## src/rtl/jtframe_sdram_rr_arb_pkg.sv

```systemverilog
// Shared types and constants for the four-way SDRAM round-robin arbiter.
// The state enum, slot count and timeout-counter width live here so all files agree.
package jtframe_sdram_rr_arb_pkg;

  localparam int NREQ = 4;
  localparam int CNTW = 8;

  typedef enum logic [1:0] {
    ST_IDLE = 2'd0,
    ST_REQ  = 2'd1,
    ST_DATA = 2'd2
  } arb_state_e;

  function automatic logic [NREQ-1:0] slot_mask(input logic [1:0] idx);
    slot_mask = 4'b0001 << idx;
  endfunction

endpackage

```

## src/rtl/jtframe_rr_pick.sv

```systemverilog
// Combinational round-robin winner selection.
// The search starts at last_i+1 and wraps, so the last winner has the lowest priority.
module jtframe_rr_pick
  import jtframe_sdram_rr_arb_pkg::*;
(
  input  logic [NREQ-1:0] req_i,
  input  logic [1:0]      last_i,
  output logic [1:0]      idx_o,
  output logic            valid_o
);

  logic [1:0] cand_s;

  // Scan from lowest to highest priority so the highest-priority hit is written last.
  always_comb begin
    idx_o   = 2'd0;
    valid_o = 1'b0;
    cand_s  = 2'd0;
    for (int k = NREQ; k >= 1; k--) begin
      cand_s = last_i + 2'(k);
      if (req_i[cand_s]) begin
        idx_o   = cand_s;
        valid_o = 1'b1;
      end else begin
        idx_o   = idx_o;
        valid_o = valid_o;
      end
    end
  end

endmodule

```

## src/rtl/jtframe_sdram_rr_arb.sv

```systemverilog
// Four-slot round-robin arbiter in front of a single-port SDRAM controller.
// Strobes from the controller are steered combinationally to the granted slot.
module jtframe_sdram_rr_arb
  import jtframe_sdram_rr_arb_pkg::*;
#(
  parameter int SDRAMW = 22,
  parameter int TOUT   = 255
) (
  input  logic                     clk,
  input  logic                     rst_n,
  input  logic [NREQ-1:0]          req_in,
  input  logic [NREQ*SDRAMW-1:0]   req_addr,
  output logic [NREQ-1:0]          req_ack,
  output logic [NREQ-1:0]          req_dst,
  output logic [NREQ-1:0]          req_rdy,
  output logic                     sd_req,
  output logic [SDRAMW-1:0]        sd_addr,
  input  logic                     sd_ack,
  input  logic                     sd_dst,
  input  logic                     sd_rdy,
  output logic [1:0]               grant,
  output logic                     busy,
  output logic                     tout_err
);

  localparam logic [CNTW:0] TOUT_V = TOUT[CNTW:0];

  arb_state_e        state_q, state_d;
  logic              sd_req_q, sd_req_d;
  logic [SDRAMW-1:0] sd_addr_q, sd_addr_d;
  logic [1:0]        grant_q, grant_d;
  logic [1:0]        last_q, last_d;
  logic [CNTW-1:0]   cnt_q, cnt_d;
  logic              tout_q, tout_d;

  logic [1:0]        pick_idx_s;
  logic              pick_valid_s;
  logic [SDRAMW-1:0] sel_addr_s;
  logic [CNTW:0]     cnt_inc_s;
  logic              tout_hit_s;
  logic              done_s;
  logic              in_xfer_s;
  logic [NREQ-1:0]   gmask_s;

  jtframe_rr_pick u_pick (
    .req_i   (req_in),
    .last_i  (last_q),
    .idx_o   (pick_idx_s),
    .valid_o (pick_valid_s)
  );

  assign sel_addr_s = req_addr[int'(pick_idx_s)*SDRAMW +: SDRAMW];
  assign cnt_inc_s  = {1'b0, cnt_q} + {{CNTW{1'b0}}, 1'b1};
  assign tout_hit_s = (cnt_inc_s == TOUT_V);
  assign in_xfer_s  = (state_q == ST_REQ) || (state_q == ST_DATA);
  // Completion: rdy in DATA, or ack and rdy landing together while still in REQ.
  assign done_s     = sd_rdy && ((state_q == ST_DATA) || ((state_q == ST_REQ) && sd_ack));

  // Next-state logic for the arbitration FSM and its datapath registers.
  always_comb begin
    state_d   = state_q;
    sd_req_d  = sd_req_q;
    sd_addr_d = sd_addr_q;
    grant_d   = grant_q;
    last_d    = last_q;
    cnt_d     = cnt_q;
    tout_d    = tout_q;
    case (state_q)
      ST_IDLE: begin
        if (pick_valid_s) begin
          state_d   = ST_REQ;
          grant_d   = pick_idx_s;
          sd_addr_d = sel_addr_s;
          sd_req_d  = 1'b1;
          cnt_d     = {CNTW{1'b0}};
        end else begin
          state_d   = ST_IDLE;
        end
      end
      ST_REQ, ST_DATA: begin
        cnt_d = cnt_inc_s[CNTW-1:0];
        if (done_s) begin
          state_d  = ST_IDLE;
          sd_req_d = 1'b0;
          last_d   = grant_q;
        end else if (tout_hit_s) begin
          state_d  = ST_IDLE;
          sd_req_d = 1'b0;
          last_d   = grant_q;
          tout_d   = 1'b1;
        end else if ((state_q == ST_REQ) && sd_ack) begin
          state_d  = ST_DATA;
          sd_req_d = 1'b0;
        end else begin
          state_d  = state_q;
        end
      end
      default: begin
        state_d  = ST_IDLE;
        sd_req_d = 1'b0;
      end
    endcase
  end

  // State and datapath registers.
  always_ff @(posedge clk or negedge rst_n) begin
    if (!rst_n) begin
      state_q   <= ST_IDLE;
      sd_req_q  <= 1'b0;
      sd_addr_q <= {SDRAMW{1'b0}};
      grant_q   <= 2'd0;
      last_q    <= 2'd3;
      cnt_q     <= {CNTW{1'b0}};
      tout_q    <= 1'b0;
    end else begin
      state_q   <= state_d;
      sd_req_q  <= sd_req_d;
      sd_addr_q <= sd_addr_d;
      grant_q   <= grant_d;
      last_q    <= last_d;
      cnt_q     <= cnt_d;
      tout_q    <= tout_d;
    end
  end

  assign gmask_s  = slot_mask(grant_q);
  assign req_ack  = ((state_q == ST_REQ) && sd_ack) ? gmask_s : {NREQ{1'b0}};
  assign req_dst  = (in_xfer_s && sd_dst) ? gmask_s : {NREQ{1'b0}};
  assign req_rdy  = (in_xfer_s && sd_rdy) ? gmask_s : {NREQ{1'b0}};
  assign sd_req   = sd_req_q;
  assign sd_addr  = sd_addr_q;
  assign grant    = grant_q;
  assign busy     = in_xfer_s;
  assign tout_err = tout_q;

endmodule

```

## config.mk

```make
export PLATFORM = sky130hd
export DESIGN_NAME = jtframe_sdram_rr_arb
export DESIGN_NICKNAME = d
export VERILOG_FILES = /design/src/rtl/jtframe_sdram_rr_arb_pkg.sv /design/src/rtl/jtframe_rr_pick.sv /design/src/rtl/jtframe_sdram_rr_arb.sv
export SDC_FILE = /design/constraint.sdc
export NUM_CORES = 1
export LEC_CHECK = 0
export BUFFER_PORTS_ARGS = -buffer_cell sky130_fd_sc_hd__buf_4
export CAP_MARGIN = 10
export CELL_PAD_IN_SITES_DETAIL_PLACEMENT = 2
export CELL_PAD_IN_SITES_GLOBAL_PLACEMENT = 2
export CORE_MARGIN = 5
export CORE_UTILIZATION = 25
export DETAILED_ROUTE_END_ITERATION = 10
export PLACE_DENSITY = 0.82
export SKIP_CTS_REPAIR_TIMING = 1
export SYNTH_ARGS = -nofsm -noshare
export SYNTH_HDL_FRONTEND = slang
export SYNTH_SLANG_ARGS = --single-unit
export TNS_END_PERCENT = 100
```

## constraint.sdc

```tcl
create_clock -name clk -period 2.4 [get_ports clk]
set_clock_uncertainty 0.1 [all_clocks]
set_input_delay 0.48 -clock clk [delete_from_list [all_inputs] [get_ports clk]]
set_output_delay 0.48 -clock clk [all_outputs]
set_load 0.1 [all_outputs]
```

==> reports/results.ini, run 1 <==
[yosys]
syn_inst = 242
dominantRegCellSynth = dfrtp_1
yosys_warnings = 0
ys_types = 36
synth.ff_latch_count = 38
synth_area_per_cell_um2 = 9.89
synth-edff-count = 0
syn_nets = 345
yosysSeqAreaShare_pct = 39.8
netlist_area_mm2 = 0.00239
async_reset_ff_share_pct = 100

[critical_path]
cp.arrival_ns = 1.71
cp_max_fo = 4
critPathKind = flop to output port
critPathRequiredTime_ns = 1.82
startpoint_type = flop
worst_setup_path_end_kind = output port

[finish]
fin_area_mm2 = 0.00387
utilization_pct = 41.7
final_common_cell = buf_4
antenna_cells = 0
area_growth_syn_to_layout_pct = 61.7
drive_gt1_share_pct = 46.8
nNetsFinal = 480
final_cell_mix = buf_4, mux2i_1, nand2_1, dfrtp_1, o221ai_1
fill_cells = 1034

[pwr]
peakVddDrop_uv = 687
comb_power_share_pct = 72.3
leakagePower_nw = 1.84
seqPwrFrac_pct = 18.7
p_per_area_mw_per_mm2 = 1620
switchingPower_mw = 3.76
cellInternalPower_mw = 2.49
clkPwrFrac_pct = 9.0
power_mw = 6.25
switching_share_pct = 60.2

[sta]
finalWorstSetupSlack_ns = 0.107
slew_headroom_pct = 65.0
period_minus_slack_ns = 2.29
min_period_over_period_pct = 95.5
max_freq_mhz = 436
worstMarginPinSlew_ns = 0.525
setup_violations = 0
hold_ws_ns = 0.0563
hold_viol_final = 0
rsz0062_at_grt = false
final_max_slew_viol_count = 0

[clock_tree]
clockBufferDepth = 2
cts_tree = yes
cts_root_buffer = clkbuf_8
h-tree-depth = 2
cts_sinks = 38
clk_latency_ns = 0.29
cts_made_buffers = 5
clkTransAtPathRegs_ns = 0.09

[floorplanning]
die_area_mm2 = 0.0116
coreArea_mm2 = 0.00928
num_rows = 35
die_h_um = 108
fp.dieW_um = 108
initial_utilization_pct = 25.8
io_pins = 136

[placed_design]
io_buffers = 135
dp_hpwl_um = 7820
gp_congestion = 0.750
placed_area_mm2 = 0.00374
place_ws_ns = 0.111

[global_routing]
grt_usage_pct = 16.3
grt_util_met1_pct = 17.6
grt_pass1_wl_um = 14900
grt_max_degree = 46
grt-ovfl-total = 0
grt_pass1_vias = 2843
grt-busiest-layer = met2
grt_antenna_before_repair = 0
met3_usage_pct = 3.18
grt.met2_usage_pct = 31.7

[routing]
drt-initial-drc-count = 68
dr.pass1.iters = 4
post-route-drc-count = 0
num_vias = 2496
vias_per_cell = 4.92
routed_wl_um = 9910
wl_per_cell_um = 19.6
ant_nets = 0

[flow_run]
drv_cap = 0

[worst_hold_path]
min_path_type = input port to asynchronous set/reset pin

[outcome]
outcome = complete, no violations

## registers in the layout, indices dropped and copies added (netlist names)
register	flops
cnt_q	8
grant	2
last_q	2
sd_addr	22
sd_req	1
state_q	2
tout_err	1
## area by class of cell
cell class | instances | area, um^2 | share of cell area (%)
Clock buffer | 5 | 68.8 | 1.78
Tap cell | 129 | 161 | 4.17
Sequential cell | 38 | 956 | 24.7
Multi-Input combinational cell | 184 | 1500 | 38.8
Timing Repair Buffer | 142 | 1110 | 28.8
Clock inverter | 3 | 45.0 | 1.16
Inverter | 6 | 22.5 | 0.582
## cells in the mapped netlist (all sizes together), types with 2 or more instances
| cell | number | area share, % |
|---|---|---|
| or3 | 2 | 0.73 |
| nand3 | 3 | 0.84 |
| nand2 | 37 | 5.8 |
| mux2i | 45 | 19 |
| mux2 | 3 | 1.4 |
| o21ai | 10 | 2.2 |
| nand2b | 8 | 2.1 |
| o211ai | 2 | 0.63 |
| a21o | 2 | 0.63 |
| clkbuf | 7 | 1.1 |
| dfrtp | 36 | 38 |
| inv | 6 | 0.94 |
| o221ai | 24 | 8.8 |
| nor2 | 15 | 2.4 |
| ha | 6 | 3.1 |
| a21oi | 2 | 0.42 |
| buf | 7 | 1.5 |
| dfstp | 2 | 2.2 |
| nor3 | 6 | 1.3 |
| a211oi | 2 | 0.63 |
| and2 | 2 | 0.52 |
| a22o | 6 | 2.2 |
## critical path, cell delays in order (launching register included)
cell and delay, ns:
dfrtp_1 0.41, inv_1 0.11, ha_4 0.30, nand2_2 0.14
nor3_4 0.21, buf_6 0.25
## power groups by stage
stage               sequential (mW)  combinational (mW)  clock, mW
floorplan                      2.61                1.89          0
global placement               1.16                4.40          0
detailed placement             1.19                4.51          0
CTS                            1.18                4.54      0.580
global route                   1.22                4.75      0.604
finish                         1.17                4.52      0.562
## metal layers
metal	vias to the layer above	share of wire, %
met2	66	58
met3	11	4.7
met1	1254	36
met4	0	1.7
li1	1165	-
met5	-	0
## worst paths after layout
check                           start     endpoint  slack, ns  depth (start not counted)
hold reg to reg              tout_err     tout_err       0.40                          1
hold / removal                  rst_n  sd_addr[18]       0.06                          1
setup / recovery           state_q[1]   req_dst[0]       0.11                          5
setup reg to reg             cnt_q[0]    last_q[0]       0.15                          6
max in group asynchronous       rst_n     grant[0]       1.76                          1
min in group clk             tout_err     tout_err       0.40                          1
## metrics by stage
stage,TNS (ns),cells
after floorplan,-0.498,242
after global placement,0,499
after detailed placement,0,499
after CTS,-0.0534,507
after global routing,0,507
final,0,507
## cell families after synthesis
| kind of cell | Yosys count | synth area share [%] |
|---|---|---|
| buf+inv | 20 | 3.50 |
| xor+xnor | 1 | 0.366 |
| compound gates | 53 | 18.6 |
| simple gates | 76 | 14.4 |
| mux | 48 | 20.2 |
| flops | 38 | 39.8 |
| fa+ha+maj | 6 | 3.14 |
(Power assumes the default switching activity.)
==> run 2, diff against run 1 <==
--- a/config.mk
+++ b/config.mk
@@ -12,7 +12,7 @@
 export CORE_MARGIN = 5
 export CORE_UTILIZATION = 25
 export DETAILED_ROUTE_END_ITERATION = 10
-export PLACE_DENSITY = 0.82
+export PLACE_DENSITY = 0.86
 export SKIP_CTS_REPAIR_TIMING = 1
 export SYNTH_ARGS = -nofsm -noshare
 export SYNTH_HDL_FRONTEND = slang
==> run 2 against run 1 <==
  * Die area unchanged
  * Setup slack worse by 0.018 ns
  * Utilization is 0.18 points higher
  * Via count up 0.20%
  * Global-route usage grew 0.088 points
  * Design area up 0.42%
  * Sequential share of layout area down 0.10 points
==> reports/results.ini, run 2 (same netlist as run 1, synthesis figures left out) <==
[routing]
routed_wl_um = 9820
wl_met1_um = 3550
ant_nets = 0
wl_per_cell_um = 19.3
dr_wl_met2_um = 5760
num_vias = 2501
highest_layer = met4
drt-initial-drc-count = 72
dr.pass1.iters = 4
post-route-drc-count = 0
route.met3.wl_um = 395
vias_per_cell = 4.91

[pwr]
p_per_area_mw_per_mm2 = 1600
peakVddDrop_uv = 748
power_mw = 6.23
leakagePower_nw = 1.86

[finish]
stdcell_count = 509
antenna_cells = 0
fin_area_mm2 = 0.00389
largest_reg_flops = 22
area_growth_syn_to_layout_pct = 62.4
final_cell_mix = buf_4, mux2i_1, nand2_1, dfrtp_1, o221ai_1
nNetsFinal = 482
drive_gt1_share_pct = 46.6
final_common_cell = buf_4

[clock_tree]
clk_latency_ns = 0.29
cts_root_buffer = clkbuf_8
clkTransAtPathRegs_ns = 0.08
cts_tree = yes
cts_made_buffers = 5
cts_sinks = 38
clockBufferDepth = 2
h-tree-depth = 2

[floorplanning]
num_rows = 35
die_area_mm2 = 0.0116
coreArea_mm2 = 0.00928
die_h_um = 108
io_pins = 136
fp.dieW_um = 108
initial_utilization_pct = 25.8

[flow_run]
drv_cap = 0

[placed_design]
dp.cells = 500
gp_congestion = 0.782
place_ws_ns = 0.0949
placed_area_mm2 = 0.00376
io_buffers = 135
dp_hpwl_um = 7920

[critical_path]
reg2regPathDepth = 6
cp_max_fo = 4
startpoint_type = flop
reg2reg_from = cnt_q[1]
worst_setup_path_end_kind = output port
r2r-end = last_q[1]
cp.arrival_ns = 1.73
critPathRequiredTime_ns = 1.82
critPathKind = flop to output port
r2r_slack_ns = 0.19

[sta]
setup_violations = 0
max_freq_mhz = 433
rsz0062_at_grt = false
finalWorstSetupSlack_ns = 0.0892
worstMarginPinSlew_ns = 0.530
period_minus_slack_ns = 2.31
hold_viol_final = 0
final_max_slew_viol_count = 0
tns_ns = 0
min_period_over_period_pct = 96.3
slew_headroom_pct = 64.7

[global_routing]
grt_usage_pct = 16.4
grt_pass1_vias = 2925
grt_pass1_wl_um = 15000
grt-ovfl-total = 0
grt_max_degree = 43
grt_antenna_before_repair = 0

[worst_hold_path]
min_path_type = input port to asynchronous set/reset pin

[outcome]
outcome = complete, no violations

==> run 2: cell count changes in the layout (fill, tap and decap cells not counted), sizes merged <==
cell,change
buf,+2
clkbuf,+2
clkinvlp,-2
==> run 2: worst max-delay path: stages, from the launching register on <==
cell and delay [ns]:
dfrtp_1 0.40, inv_1 0.10, ha_4 0.30, nand2_2 0.14, nor3_4 0.19, buf_4 0.31
==> run 2: stage by stage <==
step	util [%]	hold slack [ns]
3_5_place_dp	40.5	0.379
2_1_floorplan	-	0.0844
5_1_grt	41.9	0.0977
6_report	41.9	0.0642
4_1_cts	41.6	0.0787
3_3_place_gp	40.5	0.373
==> run 2: power breakdown <==
group	switching (mW)	internal (mW)
Sequential	0.235	0.930
Clock	0.233	0.311
Combinational	3.25	1.28
==> run 2: final cells by class <==
class,instances,area [um^2]
clock buffers,7,76.3
clock inverters,1,30.0
fillers,1043,5400
inverters,6,22.5
multi-input cells,184,1500
flip-flops and latches,38,956
well taps,129,161
repair buffers,144,1140
==> run 2: worst max-delay path by stage <==
stage,cells past startpoint,startpoint,slack [ns],to
5_1_grt,5,state_q[0],0.005,req_dst[0]
6_report,5,state_q[1],0.09,req_dst[0]
2_1_floorplan,5,state_q[1],-0.28,req_dst[0]
3_3_place_gp,6,cnt_q[0],0.20,last_q[1]
4_1_cts,5,state_q[1],-0.05,req_rdy[0]
3_5_place_dp,6,cnt_q[0],0.09,last_q[1]
==> run 2: layer usage <==
metal | global-route usage [%] | vias up
met1 | 17.3 | 1257
met2 | 33.1 | 64
met5 | 0 | -
met4 | 3.79 | 0
met3 | 2.88 | 8
li1 | - | 1172
==> run 3, diff against run 2 <==
--- a/config.mk
+++ b/config.mk
@@ -5,14 +5,15 @@
 export SDC_FILE = /design/constraint.sdc
 export NUM_CORES = 1
 export LEC_CHECK = 0
+export ABC_AREA = 1
 export BUFFER_PORTS_ARGS = -buffer_cell sky130_fd_sc_hd__buf_4
 export CAP_MARGIN = 10
 export CELL_PAD_IN_SITES_DETAIL_PLACEMENT = 2
 export CELL_PAD_IN_SITES_GLOBAL_PLACEMENT = 2
 export CORE_MARGIN = 5
-export CORE_UTILIZATION = 25
+export CORE_UTILIZATION = 23
 export DETAILED_ROUTE_END_ITERATION = 10
-export PLACE_DENSITY = 0.86
+export PLACE_DENSITY = 0.85
 export SKIP_CTS_REPAIR_TIMING = 1
 export SYNTH_ARGS = -nofsm -noshare
 export SYNTH_HDL_FRONTEND = slang
==> run 3 against run 2 <==
  * Design area is 23% higher
  * Routed wire length is 39% higher
  * Global-route usage is 0.22 points lower
  * Sequential cell count stayed put
  * Non-clock buffer count is 9 higher
  * Die area is 38% higher
  * Count of clock-buffer cells in the layout is 2 lower
  * Setup slack worse by 0.0088 ns
  * Via count is 50% higher
  * Register-to-register slack worse by 0.03 ns
  * First-iteration DRC count is 1.4% higher
  * Highest routed layer unchanged
==> reports/results.ini, run 3 <==
[global_routing]
grt_max_degree = 45
grt-ovfl-total = 0
grt_pass1_wl_um = 21500
grt_usage_pct = 16.2
grt_pass1_vias = 4222
grt_antenna_before_repair = 0

[floorplanning]
num_rows = 42
die_h_um = 127
fp.dieW_um = 127
die_area_mm2 = 0.0161
io_pins = 136
initial_utilization_pct = 23.6
coreArea_mm2 = 0.0133

[critical_path]
cp.arrival_ns = 1.74
crit_chain = inv_1 > ha_4 > nand2_2 > nor2_4 > buf_6
worst_setup_path_end_kind = output port
critPathKind = flop to output port
cp_max_fo = 12
crit_slowest_cell = dfrtp_1
startpoint_type = flop
critPathRequiredTime_ns = 1.82
slowest_delay_ns = 0.41

[flow_run]
drv_cap = 0

[routing]
dr.pass1.iters = 4
post-route-drc-count = 0
routed_wl_um = 13700
num_vias = 3759
vias_per_cell = 4.48
drt-initial-drc-count = 73
ant_nets = 0
wl_per_cell_um = 16.3

[finish]
fin_area_mm2 = 0.00477
antenna_cells = 0
final_cell_mix = nand2_1, buf_4, inv_1
stdcell_count = 839
largest_reg_flops = 22
final_common_cell = nand2_1
nNetsFinal = 765
utilization_pct = 35.9
drive_gt1_share_pct = 29.6
area_growth_syn_to_layout_pct = 52.2

[clock_tree]
clkTransAtPathRegs_ns = 0.06
cts_sinks = 38
clk_latency_ns = 0.29
cts_tree = yes
cts_made_buffers = 5
h-tree-depth = 2
cts_root_buffer = clkbuf_16
clockBufferDepth = 2

[yosys]
ys_top_cells_by_count = nand2_1, inv_1, nand3_1
ys_types = 26
yosysMostFrequentCell = nand2_1
dominantRegCellSynth = dfrtp_1
synth_largest_type_area_fraction_pct = 28.7
yosys-top-cells-area = dfrtp_1, nand2_1, nand3_1, inv_1, buf_2
yosys_warnings = 0
syn_inst = 525
synth_area_per_cell_um2 = 5.98
yosysSeqAreaShare_pct = 30.4
synth-edff-count = 0
async_reset_ff_share_pct = 100
synth.ff_latch_count = 38
netlist_area_mm2 = 0.00314
yosysTopAreaCell = dfrtp_1
syn_nets = 628

[placed_design]
gp_congestion = 0.783
io_buffers = 135
placed_area_mm2 = 0.00442
dp_hpwl_um = 10400
dp.cells = 821

[outcome]
outcome = complete, no violations

[sta]
setup_violations = 0
slew_headroom_pct = 65.7
hold_viol_final = 0
min_period_over_period_pct = 96.7
final_max_slew_viol_count = 0
worstMarginPinSlew_ns = 0.514
period_minus_slack_ns = 2.32
tns_ns = 0
max_freq_mhz = 431

[worst_hold_path]
min_path_type = input port to asynchronous set/reset pin

[run 3: worst paths after layout]
path                                  start     endpoint  slack [ns]  cells after the start
worst max-delay path             state_q[1]   req_dst[0]        0.08                      5
worst max register to register    last_q[0]  sd_addr[13]        0.16                     13
max in group asynchronous             rst_n     grant[1]        1.75                      1
min in group clk                sd_addr[21]  sd_addr[21]        0.39                      2
worst min register to register  sd_addr[21]  sd_addr[21]        0.39                      2
worst min-delay path                  rst_n  sd_addr[17]        0.07                      1
[run 3: layer usage]
layer | GRT usage (%) | part of all wire (%)
met1 | 19.9 | 44
met2 | 29.8 | 51
met3 | 2.52 | 3.6
met4 | 3.60 | 1.6
met5 | 0 | 0
[run 3: layout make-up]
type | instances | area, um^2
inverters | 112 | 425
well taps | 176 | 220
repair buffers | 153 | 1220
clock buffers | 5 | 125
multi-input cells | 352 | 1750
fillers | 1639 | 8520
flip-flops and latches | 38 | 956
clock inverters | 3 | 68.8
[run 3: logic make-up (layout without fill, tap and decap cells)]
family                   count (synthesis)  after routing  share of synthesized area, %
flip-flops                              38             38                          30.4
XOR/XNOR                                 4              4                          1.12
AO/OA/AOI/OAI                           17             17                          3.39
buffers and inverters                  135            273                          18.0
adder cells (fa/ha/maj)                  6              6                          2.39
AND/OR/NAND/NOR                        325            325                          44.7
[run 3: through the flow]
stage               hold slack, ns  setup slack [ns]
finish                      0.0710            0.0804
global route                 0.111          -0.00570
CTS                         0.0870           -0.0211
detailed placement           0.375           0.00514
global placement             0.369             0.198
floorplan                   0.0844            0.0143
[run 3: critical path: cells and delay by family (launching register included)]
family                   cells  cell delay (ns)
buffers and inverters        2             0.35
flip-flops                   1             0.41
AND/OR/NAND/NOR              2             0.31
adder cells (fa/ha/maj)      1             0.38
Power of run 3 is left out: the tool's default activity adds up to more than one toggle a clock period on the data nets, which glitch-free logic cannot reach.
